$ cat config.mk
export PLATFORM = sky130hd
export DESIGN_NAME = dma_desc_sched
export DESIGN_NICKNAME = d
export VERILOG_FILES = /design/src/rtl/dma_desc_sched.sv
export SDC_FILE = /design/constraint.sdc
export NUM_CORES = 1
export LEC_CHECK = 0
export ABC_AREA = 1
export CAP_MARGIN = 5
export CORE_UTILIZATION = 24
export DETAILED_ROUTE_END_ITERATION = 10
export SLEW_MARGIN = 20
export SYNTH_ARGS = -nofsm -noshare
export SYNTH_HDL_FRONTEND = slang
export SYNTH_SLANG_ARGS = --single-unit
$ cat constraint.sdc
create_clock -name clk -period 4.5 [get_ports clk]
set_clock_uncertainty 0.1 [all_clocks]
set_input_delay 0.9 -clock clk [delete_from_list [all_inputs] [get_ports clk]]
set_output_delay 0.9 -clock clk [all_outputs]
set_load 0.05 [all_outputs]
$ cat src/rtl/dma_desc_sched.sv
// dma_desc_sched: shares one descriptor streamer among NUM_CH DMA channels.
// Round-robin arbitration; the grant is held until the streamer reports done,
// the transfer is aborted, or the per-transfer watchdog expires.
//
// Ports:
//   clk, rst      clock, synchronous active-high reset
//   req_valid_i   per-channel request, held until that channel's done/err pulse
//   req_idx_i     per-channel descriptor index, channel i at [i*IDX_W +: IDX_W]
//   abort_i       level abort: ends the current transfer, blocks new grants
//   ch_done_o     one-cycle pulse, granted transfer completed
//   ch_err_o      one-cycle pulse, granted transfer aborted or timed out
//   str_valid_o   streamer request valid (high for the whole transfer)
//   str_idx_o     descriptor index latched at grant time
//   str_done_i    streamer completion pulse
//   grant_ch_o    currently (or most recently) granted channel
//   busy_o        transfer in progress
//   tmo_o         sticky watchdog flag, cleared by rst or abort_i
module dma_desc_sched #(
  parameter  int NUM_CH  = 4,
  parameter  int IDX_W   = 3,
  parameter  int TMO_W   = 16,
  parameter  int TIMEOUT = 1000,
  localparam int CH_W    = (NUM_CH > 1) ? $clog2(NUM_CH) : 1
) (
  input  logic                    clk,
  input  logic                    rst,
  input  logic [NUM_CH-1:0]       req_valid_i,
  input  logic [NUM_CH*IDX_W-1:0] req_idx_i,
  input  logic                    abort_i,
  output logic [NUM_CH-1:0]       ch_done_o,
  output logic [NUM_CH-1:0]       ch_err_o,
  output logic                    str_valid_o,
  output logic [IDX_W-1:0]        str_idx_o,
  input  logic                    str_done_i,
  output logic [CH_W-1:0]         grant_ch_o,
  output logic                    busy_o,
  output logic                    tmo_o
);

  typedef enum logic {ARB, BUSY} state_e;

  localparam bit               WD_EN    = (TIMEOUT != 0);
  localparam logic [TMO_W-1:0] CNT_MAX  = '1;
  localparam logic [TMO_W-1:0] CNT_LAST = TMO_W'((TIMEOUT > 0) ? TIMEOUT - 1 : 0);

  state_e            state_q, state_d;
  logic [CH_W-1:0]   grant_q, grant_d, rr_q, rr_d;
  logic [IDX_W-1:0]  idx_q, idx_d;
  logic [NUM_CH-1:0] done_q, done_d, err_q, err_d;
  logic              tmo_q, tmo_d;
  logic [TMO_W-1:0]  cnt_q, cnt_d;

  // Round-robin pick: first requester after rr_q, wrapping.
  logic              pick_vld;
  logic [CH_W-1:0]   pick_ch, cand;
  logic [IDX_W-1:0]  pick_idx;

  always_comb begin
    pick_vld = 1'b0;
    pick_ch  = '0;
    cand     = '0;
    for (int k = 1; k <= NUM_CH; k++) begin
      cand = CH_W'((int'(rr_q) + k) % NUM_CH);
      if (!pick_vld && req_valid_i[cand]) begin
        pick_vld = 1'b1;
        pick_ch  = cand;
      end
    end
    pick_idx = req_idx_i[int'(pick_ch)*IDX_W +: IDX_W];
  end

  always_comb begin
    state_d = state_q;
    grant_d = grant_q;
    idx_d   = idx_q;
    rr_d    = rr_q;
    cnt_d   = cnt_q;
    done_d  = '0;
    err_d   = '0;
    tmo_d   = abort_i ? 1'b0 : tmo_q;
    case (state_q)
      ARB: begin
        if (!abort_i && pick_vld) begin
          state_d = BUSY;
          grant_d = pick_ch;
          idx_d   = pick_idx;
          cnt_d   = '0;
        end
      end
      BUSY: begin
        // done beats abort beats watchdog
        if (str_done_i) begin
          done_d[grant_q] = 1'b1;
          rr_d            = grant_q;
          state_d         = ARB;
        end else if (abort_i) begin
          err_d[grant_q] = 1'b1;
          rr_d           = grant_q;
          state_d        = ARB;
        end else if (WD_EN && cnt_q == CNT_LAST) begin
          err_d[grant_q] = 1'b1;
          tmo_d          = 1'b1;
          rr_d           = grant_q;
          state_d        = ARB;
        end else if (cnt_q != CNT_MAX) begin
          cnt_d = cnt_q + 1'b1;  // saturating
        end
      end
      default: state_d = ARB;
    endcase
  end

  always_ff @(posedge clk) begin
    if (rst) begin
      state_q <= ARB;
      grant_q <= '0;
      idx_q   <= '0;
      rr_q    <= CH_W'(NUM_CH - 1);
      cnt_q   <= '0;
      done_q  <= '0;
      err_q   <= '0;
      tmo_q   <= 1'b0;
    end else begin
      state_q <= state_d;
      grant_q <= grant_d;
      idx_q   <= idx_d;
      rr_q    <= rr_d;
      cnt_q   <= cnt_d;
      done_q  <= done_d;
      err_q   <= err_d;
      tmo_q   <= tmo_d;
    end
  end

  assign str_valid_o = (state_q == BUSY);
  assign busy_o      = (state_q == BUSY);
  assign str_idx_o   = idx_q;
  assign grant_ch_o  = grant_q;
  assign ch_done_o   = done_q;
  assign ch_err_o    = err_q;
  assign tmo_o       = tmo_q;

endmodule

==> metrics.cfg <==
[yosys]
synth_edf_count=0
yosysTopAreaCell=dfxtp_1
synth_compound_gate_area_share=0.0929
ys_seq_area_frac=0.308
synth_fa_ha_area_frac=0.00584
avgSynthCellArea_um2=6.98
synthFlopType=dfxtp_1
synthMuxAreaShare=0
yosysWarnings=0
ys_types=34
synth_top_family_by_area=simple AND/OR/NAND/NOR gates
synthSimpleGateAreaFrac=0.448
synth_xor_xnor_area_share=0.0491
ys_seq_elements=33
synthCells=307
synthArstFlopShare=0
synth_area_leaders=dfxtp_1 (31%), nand2_1 (13%), nand2_2 (8.2%)
netlist_area_um2=2140
synth_top_area_share=0.308
synth_nets=328

[worst_setup_path]
cp_slowest_cell=clkdlybuf4s50_1
required_ps=3500
critPathMaxStageDelay_ps=880
path_buf_inv=1
crit_path_end_kind=output port
critical_path.top_delay_family=buffers and inverters
critPathKind=flip-flop to output port
crit_chain=clkdlybuf4s50_1
start_kind=flip-flop
crit_fanout=11
critPathArrivalTime_ps=1710

[floorplan]
pin_count=36
die_y_um=96.5
die_x_um=96.5
core.rowCount=34
core_um2=8680
die-area_um2=9310
start_util=0.247

[power]
pwr-share-clk=0.285
swShare=0.371
leakage_uw=0.00102
seq_power_share=0.409
powerDensity_nw_per_um2=297
p_sw_uw=290
ir_worst_vdd_mv=0.0932
p_int_uw=493
comb_power_share=0.306
total_power_uw=783

[clock_tree]
root_buffer=clkbuf_8
numCtsBuffers=5
hold_buffers=0
postCtsSetupBuffers=0
worstSkewPairLatency_ps=290
cts_resized=0
htreeDepth=2
clk_pin_slew_ps=70
clock-sinks=33
cts_tree=done
clock_tree.buffer_depth=2

[grt]
gr-usage-all-layers=0.104
grt_pass1_vias=1718
antenna_found_initial=0
grt_pass1_wl_um=7600
grt_overflow=0
grt_max_degree=17

[timing]
rsz0062_at_grt=false
finalCriticalPeriod_ps=2710
max_freq_ghz=0.369
hold_viol=0
maxSlewHeadroom=0.627
finalSetupViolations=0
fin_crit_sh=0.602
worst_pin_slew_ps=557
slew_violations=0
fin_setup_tns_ps=0

[placed_design]
gp_congestion=0.790
dp_hpwl_um=3660
dpl.cell_count=442
port_buffers=35

[routing]
viasPerCell=4.40
first_iter_violations=80
first_pass_iters=4
drc=0
vias=1978
wl_per_cell_um=10.5
wl_um=4730
antenna_left=0

[final_layout]
nets=362
syn2layout_area_growth_pct=23.1
final_cell_mix=nand2_1 (75), clkdlybuf4s50_1 (35), nor2_1 (33), dfxtp_1 (33), nand3_1 (29)
final_cells=450
drive_above_1_share=0.190
final_common_cell=nand2_1
final_util=0.304
diodes=0

[hold_path]
hold_path_class=flip-flop to flip-flop

[run_status]
outcome=complete, no violations

[job]
cap_viol_max_count=0

[cell type report]
type                       count  area, um^2
clock inverter                 3        17.5
fill                         938        6040
tap                          108         135
inverter                      30         120
clock buffer                   5        68.8
sequential                    33         661
timing repair buffer          36         358
multi-input combinational    235        1280
[cell usage after synthesis, types with 2 or more instances]
master / instances
xnor2_1: 3
nand2_2: 28
nand2_4: 4
dfxtp_1: 33
nand3_1: 29
buf_12: 2
buf_6: 2
inv_2: 4
nor3_1: 8
xor2_1: 9
a21oi_2: 12
o211ai_1: 2
nand4_1: 7
nand2_1: 75
inv_1: 24
o21ai_0: 7
nor2_1: 33
clkbuf_1: 4
a21oi_1: 5
nand3b_1: 2
[kinds of logic (layout without fill, tap and decap cells)]
group,count (synthesis),in the layout
XOR/XNOR,12,12
buffers and inverters,39,74
flip-flops,33,33
AO/OA/AOI/OAI,29,29
adder cells (fa/ha/maj),1,1
AND/OR/NAND/NOR,193,193
[registers in the layout, indices dropped and copies added (netlist names)]
register / count
cnt_q: 16
ch_done_o: 4
ch_err_o: 4
str_idx_o: 3
grant_ch_o: 2
rr_q: 2
busy_o: 1
tmo_o: 1
[per-stage QoR]
stage | worst slack [ps] | cell area, um^2 | hold WS (ps)
6_report | 1790 | 2640 | 355
5_1_grt | 1680 | 2640 | 401
4_1_cts | 1770 | 2640 | 356
3_5_place_dp | 1690 | 2550 | 344
3_3_place_gp | 1720 | 2550 | 346
2_1_floorplan | 2350 | 2140 | 358
[path summary, 6_finish.rpt]
check                from           end  slack, ps  depth (start not counted)
min          str_idx_o[1]  str_idx_o[1]        360                          2
max reg2reg       rr_q[0]      cnt_q[1]       2290                         13
min reg2reg  str_idx_o[1]  str_idx_o[1]        360                          2
max                busy_o   str_valid_o       1790                          1
[power groups by stage]
| stage | registers [uW] | clock network [uW] | logic, uW |
|---|---|---|---|
| after floorplan | 352 | 0 | 167 |
| after detailed placement | 327 | 0 | 241 |
| after global routing | 323 | 242 | 265 |
| after CTS | 320 | 227 | 241 |
| final | 321 | 223 | 239 |
| after global placement | 327 | 0 | 238 |
[layer usage]
| metal | global-route usage | wire length, um |
|---|---|---|
| met1 | 0.130 | 2240 |
| met2 | 0.178 | 2180 |
| met3 | 0.0266 | 288 |
| met4 | 0.0257 | 23 |
| met5 | 0 | 0 |
Power figures use the tool's default switching activity.
